==> src/rtl/note_arbiter.sv <==
// note_arbiter: debounced 7-key keyboard, last-pressed priority, square-wave tone out.
// Define NOTE_ARBITER_SUSTAIN_EN to add the HOLD sustain phase after the last release.
module note_arbiter #(
  parameter int INPUT    = 50000000,
  parameter int DEBOUNCE = 1000000,
  parameter int SUSTAIN  = 12500000,
  parameter int WIDTH    = $clog2(INPUT/131/2-1)
) (
  input  logic             clk,
  input  logic             rst,
  input  logic [6:0]       key,
  input  logic             p1,
  input  logic             p2,
  output logic [WIDTH-1:0] tone,
  output logic [2:0]       note,
  output logic [1:0]       octave,
  output logic             gate,
  output logic             speaker
);

  localparam int DW = (DEBOUNCE > 1) ? $clog2(DEBOUNCE) : 1;

  localparam logic [1:0] IDLE = 2'd0;
  localparam logic [1:0] PLAY = 2'd1;
`ifdef NOTE_ARBITER_SUSTAIN_EN
  localparam logic [1:0] HOLD = 2'd2;
  localparam logic [1:0] RELEASED = HOLD;
  localparam int SW = (SUSTAIN > 1) ? $clog2(SUSTAIN) : 1;
`else
  localparam logic [1:0] RELEASED = IDLE;
`endif

  if (DEBOUNCE < 1 || SUSTAIN < 1 || WIDTH < 1) begin : g_bad_param
    $error("note_arbiter: DEBOUNCE, SUSTAIN and WIDTH must be positive");
  end

  logic [8:0]       raw;
  logic [8:0]       sync1;
  logic [8:0]       sync2;
  logic [8:0]       deb;
  logic [DW-1:0]    dcnt [9];
  logic [6:0]       deb_q;
  logic [6:0]       rise;
  logic [6:0]       held;
  logic [1:0]       oct_d;
  logic [1:0]       state;
  logic [1:0]       state_n;
  logic [2:0]       note_n;
  logic [1:0]       oct_n;
  logic [WIDTH-1:0] tone_n;
  logic [WIDTH-1:0] tone_act;
  logic [WIDTH-1:0] cnt;
  logic             sus_done;

  assign raw  = {p2, p1, key};
  assign held = deb[6:0];
  assign rise = deb[6:0] & ~deb_q;
  assign gate = (state != IDLE);

  always_ff @(posedge clk or posedge rst) begin
    if (rst) begin
      sync1 <= '0;
      sync2 <= '0;
      deb   <= '0;
      deb_q <= '0;
      for (int i = 0; i < 9; i++) dcnt[i] <= '0;
    end else begin
      sync1 <= raw;
      sync2 <= sync1;
      deb_q <= deb[6:0];
      for (int i = 0; i < 9; i++) begin
        if (sync2[i] == deb[i]) begin
          dcnt[i] <= '0;
        end else if (dcnt[i] == DW'(DEBOUNCE-1)) begin
          deb[i]  <= sync2[i];
          dcnt[i] <= '0;
        end else begin
          dcnt[i] <= dcnt[i] + DW'(1);
        end
      end
    end
  end

  always_comb begin
    unique case (1'b1)
      deb[7] & deb[8]: oct_d = 2'd2;
      deb[7] ^ deb[8]: oct_d = 2'd1;
      default:         oct_d = 2'd0;
    endcase
  end

  function automatic logic [2:0] hi_idx(input logic [6:0] v);
    hi_idx = 3'd0;
    for (int i = 0; i < 7; i++) begin
      if (v[i]) hi_idx = 3'(i);
    end
  endfunction

  // Half-period counts, folded to constants at elaboration.
  function automatic logic [WIDTH-1:0] lut(
    input logic [1:0] o,
    input logic [2:0] n
  );
    case ({o, n})
      5'd0:    lut = WIDTH'(INPUT/131/2-1);
      5'd1:    lut = WIDTH'(INPUT/147/2-1);
      5'd2:    lut = WIDTH'(INPUT/165/2-1);
      5'd3:    lut = WIDTH'(INPUT/175/2-1);
      5'd4:    lut = WIDTH'(INPUT/196/2-1);
      5'd5:    lut = WIDTH'(INPUT/220/2-1);
      5'd6:    lut = WIDTH'(INPUT/247/2-1);
      5'd8:    lut = WIDTH'(INPUT/262/2-1);
      5'd9:    lut = WIDTH'(INPUT/294/2-1);
      5'd10:   lut = WIDTH'(INPUT/330/2-1);
      5'd11:   lut = WIDTH'(INPUT/349/2-1);
      5'd12:   lut = WIDTH'(INPUT/392/2-1);
      5'd13:   lut = WIDTH'(INPUT/440/2-1);
      5'd14:   lut = WIDTH'(INPUT/494/2-1);
      5'd16:   lut = WIDTH'(INPUT/523/2-1);
      5'd17:   lut = WIDTH'(INPUT/587/2-1);
      5'd18:   lut = WIDTH'(INPUT/659/2-1);
      5'd19:   lut = WIDTH'(INPUT/698/2-1);
      5'd20:   lut = WIDTH'(INPUT/784/2-1);
      5'd21:   lut = WIDTH'(INPUT/880/2-1);
      5'd22:   lut = WIDTH'(INPUT/988/2-1);
      default: lut = '0;
    endcase
  endfunction

  always_comb begin
    state_n = state;
    note_n  = note;
    oct_n   = octave;
    case (state)
      IDLE: begin
        if (|rise) begin
          state_n = PLAY;
          note_n  = hi_idx(rise);
          oct_n   = oct_d;
        end
      end
      PLAY: begin
        oct_n = oct_d;
        if (|rise) begin
          note_n = hi_idx(rise);
        end else if (held == '0) begin
          state_n = RELEASED;
        end else if (!held[note]) begin
          note_n = hi_idx(held);
        end
      end
`ifdef NOTE_ARBITER_SUSTAIN_EN
      HOLD: begin
        oct_n = oct_d;
        if (|rise) begin
          state_n = PLAY;
          note_n  = hi_idx(rise);
        end else if (sus_done) begin
          state_n = IDLE;
        end
      end
`endif
      default: state_n = IDLE;
    endcase
  end

  assign tone_n = lut(oct_n, note_n);

  always_ff @(posedge clk or posedge rst) begin
    if (rst) begin
      state  <= IDLE;
      note   <= '0;
      octave <= '0;
      tone   <= '0;
    end else begin
      state <= state_n;
      // Keep the last note/tone visible once the voice has ended.
      if (state_n != IDLE) begin
        note   <= note_n;
        octave <= oct_n;
        tone   <= tone_n;
      end
    end
  end

`ifdef NOTE_ARBITER_SUSTAIN_EN
  logic [SW-1:0] sus_cnt;

  assign sus_done = (sus_cnt == SW'(SUSTAIN-1));

  always_ff @(posedge clk or posedge rst) begin
    if (rst) begin
      sus_cnt <= '0;
    end else if (state == HOLD && state_n == HOLD) begin
      sus_cnt <= sus_cnt + SW'(1);
    end else begin
      sus_cnt <= '0;
    end
  end
`else
  assign sus_done = 1'b0;
`endif

  // A new period length only takes effect at a toggle, so retunes never glitch.
  always_ff @(posedge clk or posedge rst) begin
    if (rst) begin
      cnt      <= '0;
      tone_act <= '0;
      speaker  <= 1'b0;
    end else if (state_n == IDLE) begin
      cnt     <= '0;
      speaker <= 1'b0;
    end else if (state == IDLE) begin
      cnt      <= '0;
      speaker  <= 1'b0;
      tone_act <= tone_n;
    end else if (cnt == tone_act) begin
      cnt      <= '0;
      speaker  <= ~speaker;
      tone_act <= tone;
    end else begin
      cnt <= cnt + WIDTH'(1);
    end
  end

endmodule

==> config.mk <==
export PLATFORM = sky130hd
export DESIGN_NAME = note_arbiter
export DESIGN_NICKNAME = d
export VERILOG_FILES = /design/src/rtl/note_arbiter.sv
export SDC_FILE = /design/constraint.sdc
export NUM_CORES = 1
export LEC_CHECK = 0
export CAP_MARGIN = 15
export CORE_MARGIN = 4
export CORE_UTILIZATION = 56
export CTS_CLUSTER_DIAMETER = 120
export CTS_CLUSTER_SIZE = 14
export DETAILED_ROUTE_END_ITERATION = 7
export PLACE_DENSITY_LB_ADDON = 0.25
export SYNTH_ARGS = -nofsm -noshare
export SYNTH_HDL_FRONTEND = slang
export SYNTH_SLANG_ARGS = --single-unit
==> constraint.sdc <==
create_clock -name clk -period 8.05 [get_ports clk]
set_input_delay 1.2075 -clock clk [delete_from_list [all_inputs] [get_ports clk]]
set_output_delay 1.2075 -clock clk [all_outputs]
set_load 0.03 [all_outputs]
# Word-level counts from Yosys, hierarchy flattened
# Memory sizes are Yosys's and may differ from the RTL's.
# Index checks and enable logic that the tools add are counted.
[totals]
input_bits = 11
ram_bits = 0
memories = 1
ff_bits = 276
rom_bits = 576
out_inout_bits = 25
elab_cells = 145
latchBits = 0
[classes]
eq_ne = 20
n_lt_le_gt_ge = 1
n_addsub = 10
div_mod_pow = 0
n_reduce_logical = 18
n_shift = 0
n_mul = 0
bitwise_logic = 15
n_mux = 52
[memory_table]
columns = ["name", "depth", "width", "rd", "rd_ports_with_merged_regs", "wr", "line", "rtl"]
rows = [
  ["(name not given)", 32, 18, 1, 0, 0, "104", "case ({o, n})"],
]
[op_table]
columns = ["op", "count"]
rows = [
  ["2-to-1 mux 20 bit", 18],
  ["adder 20 x 1 -> 20 bit, second input constant", 9],
  ["equality test 20 bit, second input constant", 9],
  ["2-to-1 mux 18 bit", 5],
  ["2-to-1 mux 3 bit", 14],
  ["AND reduction 2 bit", 10],
  ["adder 18 x 1 -> 18 bit, second input constant", 1],
  ["equality test 18 bit", 1],
  ["case mux 2 bit (2 select lines)", 3],
  ["inverter 1 bit", 11],
  ["equality test 1 bit", 9],
  ["2-to-1 mux 2 bit", 4],
  ["AND 7 bit", 1],
  ["logical NOT 7 bit", 1],
  ["inverter 7 bit", 1],
  ["OR reduction 7 bit", 1],
  ["2-to-1 mux 1 bit", 6],
  ["case mux 3 bit (2 select lines)", 1],
  ["nonzero test 2 bit", 3],
  ["logical NOT 2 bit", 2],
  ["< comparator 3 x 4 -> 1 bit, second input constant", 1],
  ["binary-select mux 1 bit (select 3 bit)", 1],
  ["nonzero test 3 bit", 1],
  ["equality test 2 x 1 -> 1 bit, second input constant", 1],
  ["other kinds (2)", 2],
]

# Logic depth before layout (Yosys ltp)
# Gate-level depths: netlist of the first run.
# An unclocked memory read counts as a cell.
[depth]
ltp_word = 12
mapped_depth = 14

# Worst setup path after synthesis of the first run
# OpenSTA, ideal clock, no wires.
[synth_path]
kind = "reg2reg"
from = "reg note[0]"
to = "reg tone_act[4]"
stages_incl_launch_ff = 15
setup_slack_ns = 4.950
period_less_slack_ns = 3.100
n_path_buf = 3
required_ns = 7.918
arrival_time_ns = 2.968
path_cell_list = "dfrtp_1 buf_2 mux2i_1 o21ai_1 a221o_1 a311oi_2 a21oi_4 inv_2 buf_4 ha_1 clkbuf_1 and2_1 a211oi_1 a221oi_1 o21ai_1"
[synth_between]
elab_chain_cells = 8
word_cells_on_any_way = 9
cone_classes = "mux: 8; memory: 1"
[synth_rtl]
columns = ["element", "line", "rtl"]
rows = [
  ["start: declaration", "15", "output logic [2:0] note,"],
  ["start signal: assignment", "179", "note <= note_n;"],
  ["binary-select mux 1 bit (select 3 bit)", "148", "end else if (!held[note]) begin"],
  ["2-to-1 mux 1 bit (implied by the code)", "148", ""],
  ["2-to-1 mux 3 bit", "148", ""],
  ["2-to-1 mux 3 bit", "146", "end else if (held == '0) begin"],
  ["2-to-1 mux 3 bit", "144", "if (|rise) begin"],
  ["case mux 3 bit (2 select lines)", "134", "case (state)"],
  ["via note_n[1]", "48", "logic [2:0] note_n;"],
  ["memory (32 x 18 bit)", "n/a", ""],
  ["2-to-1 mux 18 bit", "213", "end else if (state == IDLE) begin"],
  ["end signal: assignment", "216", "tone_act <= tone_n;"],
  ["end signal: assignment", "220", "tone_act <= tone;"],
  ["end: declaration", "51", "logic [WIDTH-1:0] tone_act;"],
]
# The timed path passes the listed nets, and every way through them passes these cells. The select of a mux whose other input is x is not followed.
# A chain may end at the register's enable or synchronous reset.

# Final worst setup path of the first run
[layout_path]
from = "reg state[1]"
to = "out gate"
[layout_between]
elab_chain_cells = 1
[layout_rtl]
columns = ["element", "line", "rtl"]
rows = [
  ["start: declaration", "46", "logic [1:0] state;"],
  ["start signal: assignment", "176", "state <= state_n;"],
  ["nonzero test 2 bit", "58", "assign gate = (state != IDLE);"],
  ["end: declaration", "17", "output logic gate,"],
]
# Every way passes these cells.

==> impl_summary.log, run 1 <==
[metrics] Yosys cell types: 73
[metrics] Hold Fails Final Rpt: 0
[metrics] area used by sequential logic in the layout: 6910 um2
[metrics] most frequent standard cell in the layout excluding fill and tap cells: sky130_fd_sc_hd__dfrtp_1
[metrics] share of async-settable or async-resettable flops after synthesis: 100%
[metrics] drt drc: 0
[metrics] area occupied by multi-input gates: approximately 6200 um2
[metrics] element type at the critical path end: primary output
[metrics] total clock buffers created by CTS: 23
[metrics] vias per inst: 5.71
[metrics] area inside the core boundary: between 20,000 and 25,000 um2
[metrics] Fill cells: 1,978
[metrics] top library cells by usage in the layout, fill and taps aside: sky130_fd_sc_hd__dfrtp_1, sky130_fd_sc_hd__nor2_1, sky130_fd_sc_hd__nand2_1, sky130_fd_sc_hd__xor2_1, sky130_fd_sc_hd__nand3_1
[metrics] x dimension of the die: 163 um
[metrics] layout cells sized above 1: ~4.6%
[metrics] time the worst path needs with I/O delays and setup: 3.91 ns
[metrics] worst path arrival time: 2.70 ns
[metrics] pin slew with the least headroom to its limit: 0.971 ns
[metrics] GRT Max-Usage Layer: met2
[metrics] register clock-pin slew on the reported worst setup and hold paths: 0.06 ns
[metrics] overall via count from detail_route: 9,789
[metrics] kind of cell with the highest combined delay on the critical path: buffers and inverters
[metrics] Final Skew: 0.0152 ns
[metrics] CTS tree: yes
[metrics] global-route track usage on met3: 2.61%
[metrics] Post-CTS Setup Repair Bufs: 0
[metrics] overall power after layout: between 2 and 2.5 mW
[metrics] leak pwr: about 6.5 nW
[metrics] launching point of the worst reg2reg path: deb[5]$_DFFE_PP0P_
[metrics] flip-flop cell with the highest count after synthesis: sky130_fd_sc_hd__dfrtp_1
[metrics] capturing point of the worst reg2reg path: tone_act[4]$_DFFE_PP0P_
[metrics] buffers plus inverters on the worst setup path: 2
[metrics] number of violations of the max-capacitance limit: 0
[metrics] Placed Cells incl. Taps: 1,690
[metrics] average detailed-routed wire length per instance: 15.2 um
[metrics] Final Non-Filler Cells: about 1,700
[metrics] GR Util met1: 29.7%
[metrics] setup repair after global routing missed its margin: false
[metrics] total wire length after detailed routing: between 20 and 30 mm
[metrics] post-synthesis sequential element count: roughly 280
[metrics] hold slack final: 0.352 ns
[metrics] worst hold path depth: 0
[metrics] Die Height: 163 um
[metrics] number of nets in the synthesized netlist: 1,401
[metrics] max-slew violation count: 0
[metrics] number of antenna violations at the first check in global routing: 0
[metrics] diode insertion count for antenna repair: 0
[metrics] Worst-Skew Late Latency: 0.53 ns
[metrics] setup slack of the most critical reg-to-reg path: around 4.7 ns
[metrics] Clock Root Buffer: sky130_fd_sc_hd__clkbuf_16
[metrics] GR Overflow Total: 0
[metrics] first-pass GRT wire length: 45.5 mm
[metrics] number of warnings issued by yosys: 0
[metrics] Area growth, synth to finish: 9.08%
[metrics] clk buf depth: 3
[metrics] startpoint kind of the worst setup timing path: register
[metrics] setup tns final: 0 ns
[metrics] final-report setup violation count: 0
[metrics] Detail Route Antenna Nets: 0
[metrics] GRT Overall Usage: around 20%
[metrics] Max stage delay cell, worst path: sky130_fd_sc_hd__clkdlybuf4s50_1
[metrics] required time worst endpoint: slightly below 7 ns
[metrics] worst slew margin relative to its limit: around a third
[metrics] hold worst-path end: sync2[2]$_DFF_PP0_
[metrics] number of global-route vias before repair: 9,436
[metrics] fmax: around 260 MHz
[metrics] net count reported at finish: roughly 1,400
[metrics] Post-synth EDFFs: 0
[metrics] Worst path max stage delay: 0.71 ns
[metrics] number of cells traversed by the worst register-to-register path: 11
[metrics] row cnt: 56
[metrics] largest net degree at the start of global routing: 78
[metrics] Crit Path Class: reg2out
[metrics] period utilisation layout: 48.6%
[metrics] worst vdd ir: 0.139 mV
[metrics] CP Max Fanout: 18
[metrics] Final GP Congestion: between 0.9 and 1
[metrics] number of detailed-route iterations in the first pass: 5
[metrics] register area share after synthesis: 51.6%
[metrics] I/O pins: 36
[metrics] count of input and output buffers: 35
[metrics] number of sinks driven by the clock tree: between 200 and 300
[metrics] global routing usage on met2: 32.2%
[metrics] Final HPWL DP: 17.7 mm
[metrics] cell breakdown of the critical path: nor2_1, inv_1, clkdlybuf4s50_1
[metrics] htree depth: 1
[metrics] worst hold path startpoint: sync1[2]$_DFF_PP0_
[metrics] total power density per cell area: 171 nW/um2
[metrics] CTS Hold Bufs: 0
[metrics] die area: ~26,000 um2
[metrics] instance count of the mapped netlist: about 1,400
[metrics] per-instance average area after synthesis: roughly 9.8 um2
[metrics] # resized after CTS: 0
[metrics] initial drt markers: 682
[metrics] Initial Util: a little under three fifths
[metrics] result of the run: completed
[metrics] post-synthesis instance area: between 10,000 and 15,000 um2
[metrics] class of the most critical hold timing path: reg2reg
-- area by class of cell --
cell class	count	share of cell area, %
Clock buffer	23	3.94
Clock inverter	2	0.266
Inverter	22	0.591
Multi-Input combinational cell	1033	42.5
Sequential cell	276	47.3
Tap cell	319	2.73
Timing Repair Buffer	40	2.66
-- Yosys cell counts (19+ instances only) --
| master | n | area share, % |
|---|---|---|
| sky130_fd_sc_hd__inv_1 | 19 | 0.53 |
| sky130_fd_sc_hd__nand4_1 | 26 | 1.2 |
| sky130_fd_sc_hd__and3_1 | 66 | 3.1 |
| sky130_fd_sc_hd__nor2_1 | 208 | 5.8 |
| sky130_fd_sc_hd__or3_1 | 42 | 2.0 |
| sky130_fd_sc_hd__o21ai_0 | 50 | 1.9 |
| sky130_fd_sc_hd__a21oi_1 | 67 | 2.5 |
| sky130_fd_sc_hd__nand3_1 | 73 | 2.7 |
| sky130_fd_sc_hd__dfrtp_1 | 276 | 52 |
| sky130_fd_sc_hd__o21ai_1 | 29 | 1.1 |
| sky130_fd_sc_hd__xor2_1 | 102 | 6.7 |
| sky130_fd_sc_hd__xnor2_1 | 70 | 4.6 |
| sky130_fd_sc_hd__clkbuf_1 | 21 | 0.59 |
| sky130_fd_sc_hd__nand2_1 | 118 | 3.3 |
-- through the flow --
stage / util, % / setup slack (ns) / area (um2)
4_1_cts: 62.2 / 4.16 / 14600
3_5_place_dp: 59.6 / 4.62 / 14000
6_report: 62.2 / 4.14 / 14600
5_1_grt: 62.2 / 4.05 / 14600
2_1_floorplan: - / 3.19 / 13400
3_3_place_gp: 59.6 / 4.65 / 14000
-- where the power goes --
group          switching, mW  internal (mW)
clock                  0.472          0.538
combinational         0.0511         0.0187
sequential            0.0136           1.40
total                  0.537           1.96
-- registers in the layout, summed over array words and instances (netlist names), 3 cells and up --
register / count
dcnt: 180
cnt: 18
tone: 18
tone_act: 18
deb: 9
sync1: 9
sync2: 9
deb_q: 7
note: 3
-- per-layer routing --
metal,vias to the layer above,part of all wire [%]
met2,205,46
met3,53,4.5
met1,4756,47
met5,-,0
li1,4775,-
met4,0,3.0
-- worst max-delay path by stage --
stage,endpoint,from,depth (start not counted),slack (ns)
final,gate,state[1]$_DFF_PP0_,3,4.14
after CTS,gate,state[1]$_DFF_PP0_,3,4.16
after global placement,tone[9]$_DFFE_PP0P_,rst,4,4.65
after detailed placement,tone[9]$_DFFE_PP0P_,rst,4,4.62
after global routing,gate,state[1]$_DFF_PP0_,3,4.05
after floorplan,cnt[0]$_DFF_PP0_,rst,1,3.19
-- kinds of logic after synthesis --
logic type | after synthesis | synth area share, %
and+or+nand+nor | 633 | 23.6
adders and majority gates | 17 | 1.59
other | 1 | 0.0280
buffers and inverters | 64 | 2.03
xor gates and xnor gates | 172 | 11.3
muxes | 16 | 1.38
DFF | 276 | 51.6
AOI/OAI and AO/OA | 194 | 8.57
No activity file was read; power rests on OpenSTA's default activity.
==> run 2: changes to the inputs <==
clock period = 3.36 ns   (was 8.05 ns; I/O delays follow)
==> run 2 against run 1 <==
Compared with the run above: setup slack lost 3.9 ns; largest cell class unchanged; clock power grew 140%; worst hold slack lost 0.00081 ns; combinational power grew to 2.6 times the previous value.
==> impl_summary.log, run 2 (same netlist as run 1, synthesis figures left out) <==
[metrics] capturing point of the worst reg2reg path: tone_act[8]$_DFFE_PP0P_
[metrics] flip-flop count of the largest register after layout: 180 (unchanged)
[metrics] Final Skew: 0.00834 ns (-0.00688 ns)
[metrics] final standard cell utilization of the core: 62.9% (+0.64 points)
[metrics] CTS tree: yes
[metrics] sequential power share: 56.6% (about the same)
[metrics] setup slack of the most critical reg-to-reg path: 0.28 ns (-4.44 ns)
[metrics] vias per inst: 5.60 (-1.8%)
[metrics] top library cells by usage in the layout, fill and taps aside: sky130_fd_sc_hd__dfrtp_1, sky130_fd_sc_hd__nor2_1, sky130_fd_sc_hd__nand2_1, sky130_fd_sc_hd__xor2_1, sky130_fd_sc_hd__nand3_1
[metrics] max-slew violation count: 0 (unchanged)
[metrics] worst vdd ir: 0.364 mV (+160%)
[metrics] GR Overflow Total: 0 (unchanged)
[metrics] leak pwr: 6.55 nW (+1.2%)
[metrics] total power density per cell area: 406 nW/um2 (+140%)
[metrics] Crit Path Class: reg2reg
[metrics] class of the most critical hold timing path: reg2reg
[metrics] Fill cells: 1,957 (-1.1%)
[metrics] average detailed-routed wire length per instance: 15.4 um (+0.92%)
[metrics] period utilisation layout: between 90% and 100%
[metrics] first-pass GRT wire length: 45.5 mm (about the same)
[metrics] worst slew margin relative to its limit: 53.5% (+18 points)
[metrics] layout cells sized above 1: 5.82% (+1.2 points)
[metrics] diode insertion count for antenna repair: 0 (unchanged)
[metrics] net count reported at finish: 1,438 (+0.98%)
[metrics] row cnt: 56 (unchanged)
[metrics] setup repair after global routing missed its margin: false
[metrics] fmax: about 320 MHz
[metrics] Detail Route Antenna Nets: 0 (unchanged)
[metrics] hold worst-path end: sync2[8]$_DFF_PP0_
[metrics] number of cells traversed by the worst register-to-register path: 11 (unchanged)
[metrics] Comb pwr share: 3.0% (+0.2 points)
[metrics] startpoint kind of the worst setup timing path: register
[metrics] switching part of the total: 21.5% (+0.028 points)
[metrics] worst hold path depth: 0 (unchanged)
[metrics] cell internal pwr: 4.70 mW (+140%)
[metrics] worst path arrival time: 3.51 ns (+0.81 ns)
[metrics] Clock Power Share: 40.4% (about the same)
[metrics] Area growth, synth to finish: 10.2%
[metrics] largest net degree at the start of global routing: 64 (-18%)
[metrics] die area: 26,400 um2 (unchanged)
[metrics] pin slew with the least headroom to its limit: 0.697 ns (-0.273 ns)
[metrics] CTS Hold Bufs: 0 (unchanged)
[metrics] register clock-pin slew on the reported worst setup and hold paths: 0.07 ns (about the same)
[metrics] total clock buffers created by CTS: 23 (unchanged)
[metrics] Final HPWL DP: 18.3 mm (+3.4%)
[metrics] launching point of the worst reg2reg path: deb[4]$_DFFE_PP0P_
[metrics] number of detailed-route iterations in the first pass: 5 (unchanged)
[metrics] time the worst path needs with I/O delays and setup: 3.08 ns
[metrics] initial drt markers: 643 (-5.7%)
[metrics] placed cell area: 14,100 um2 (+0.86%)
[metrics] final-report setup violation count: 0 (unchanged)
[metrics] Die Height: 163 um (unchanged)
[metrics] clk buf depth: 3 (unchanged)
[metrics] Initial Util: 57.0% (unchanged)
[metrics] overall power after layout: 5.99 mW (+140%)
[metrics] worst hold path startpoint: sync1[8]$_DFF_PP0_
[metrics] design area: 14,800 um2 (+1.0%)
[metrics] Final GP Congestion: 0.912 (+0.91%)
[metrics] area inside the core boundary: 23,500 um2 (unchanged)
[metrics] number of violations of the max-capacitance limit: 0 (unchanged)
[metrics] count of input and output buffers: 35 (unchanged)
[metrics] required time worst endpoint: 3.79 ns (-3.05 ns)
[metrics] htree depth: 1 (unchanged)
[metrics] I/O pins: 36 (unchanged)
[metrics] GRT Overall Usage: 20.3% (+0.060 points)
[metrics] Sw Pwr: 1.29 mW (+140%)
[metrics] overall via count from detail_route: 9,688 (-1.0%)
[metrics] drt drc: 0 (unchanged)
[metrics] CP Max Fanout: 9 (-9)
[metrics] number of global-route vias before repair: 9,273 (-1.7%)
[metrics] element type at the critical path end: register
[metrics] most frequent standard cell in the layout excluding fill and tap cells: sky130_fd_sc_hd__dfrtp_1
[metrics] Worst-Skew Late Latency: 0.52 ns (about the same)
[metrics] Clock Root Buffer: sky130_fd_sc_hd__clkbuf_16
[metrics] x dimension of the die: 163 um (unchanged)
[metrics] number of antenna violations at the first check in global routing: 0 (unchanged)
[metrics] total wire length after detailed routing: 26.6 mm (+1.7%)
[metrics] setup tns final: 0 ns (unchanged)
[metrics] number of sinks driven by the clock tree: 276 (unchanged)
[metrics] Hold Fails Final Rpt: 0 (unchanged)
[metrics] result of the run: completed
[metrics] register with the most flip-flops: dcnt
==> run 2: cell types whose count changed in the layout (fill, tap and decap cells not counted) <==
cell / change
sky130_fd_sc_hd__dfrtp_2: +1
sky130_fd_sc_hd__nor3_2: +1
sky130_fd_sc_hd__and4_2: +1
sky130_fd_sc_hd__buf_4: +11
sky130_fd_sc_hd__buf_12: +3
sky130_fd_sc_hd__and4_1: -1
sky130_fd_sc_hd__dfrtp_1: -1
sky130_fd_sc_hd__and2_2: +1
sky130_fd_sc_hd__and2_1: -1
sky130_fd_sc_hd__nor3_1: -1
==> run 2: what timing repair did <==
item	4_1_cts	5_1_grt
setup endpoints to repair	0	4
gates resized for setup	0	4
buffers inserted	0	3
==> run 2: metrics by stage <==
stage	instances	hold slack, ns	setup slack, ns
after floorplan	1373	0.331	-0.795
after global placement	1701	0.333	0.307
after detailed placement	1701	0.341	0.287
after CTS	1726	0.356	0.277
after global routing	1729	0.365	0.0241
final	1729	0.351	0.278
==> run 2: power groups by stage <==
stage / Clock [mW] / Sequential, mW / Combinational (mW)
floorplan: 0 / 3.45 / 0.126
global placement: 0 / 3.45 / 0.185
detailed placement: 0 / 3.46 / 0.187
CTS: 2.50 / 3.39 / 0.188
global route: 2.61 / 3.40 / 0.211
finish: 2.42 / 3.39 / 0.180
==> run 2: how the worst max path moves through the flow <==
stage	from	end	slack (ns)	depth (start not counted)
after detailed placement	note[0]$_DFFE_PP0P_	tone_act[6]$_DFFE_PP0P_	0.29	10
final	deb[4]$_DFFE_PP0P_	tone_act[8]$_DFFE_PP0P_	0.28	11
after floorplan	rst	cnt[0]$_DFF_PP0_	-0.80	1
after global routing	deb[0]$_DFFE_PP0P_	tone_act[8]$_DFFE_PP0P_	0.02	11
after CTS	deb[0]$_DFFE_PP0P_	tone_act[8]$_DFFE_PP0P_	0.28	11
after global placement	note[0]$_DFFE_PP0P_	tone_act[6]$_DFFE_PP0P_	0.31	10
==> run 2: critical path, stage by stage, from the launching register on <==
cell and delay, ns:
sky130_fd_sc_hd__dfrtp_1 0.48, sky130_fd_sc_hd__nor2b_1 0.23, sky130_fd_sc_hd__nor3_1 0.28, sky130_fd_sc_hd__a21oi_1 0.14, sky130_fd_sc_hd__or2_1 0.27, sky130_fd_sc_hd__a21oi_4 0.30, sky130_fd_sc_hd__inv_2 0.10, sky130_fd_sc_hd__ha_1 0.32
sky130_fd_sc_hd__or4_1 0.55, sky130_fd_sc_hd__o311ai_1 0.09, sky130_fd_sc_hd__nor2_1 0.10, sky130_fd_sc_hd__o21ai_1 0.13
==> run 2: metal layers <==
layer | wire length, um | track usage (%)
met1 | 12600 | 29.9
met2 | 12500 | 32.9
met4 | 509 | 4.27
met5 | 0 | 0
met3 | 975 | 2.68
==> run 2: final cells by class <==
class	count	area [um2]	area share (%)
clock buffers	23	576	3.90
repair buffers	54	531	3.60
well taps	319	399	2.70
flip-flops and latches	276	6910	46.8
multi-input cells	1033	6220	42.1
inverters	22	86.3	0.585
clock inverters	2	38.8	0.263
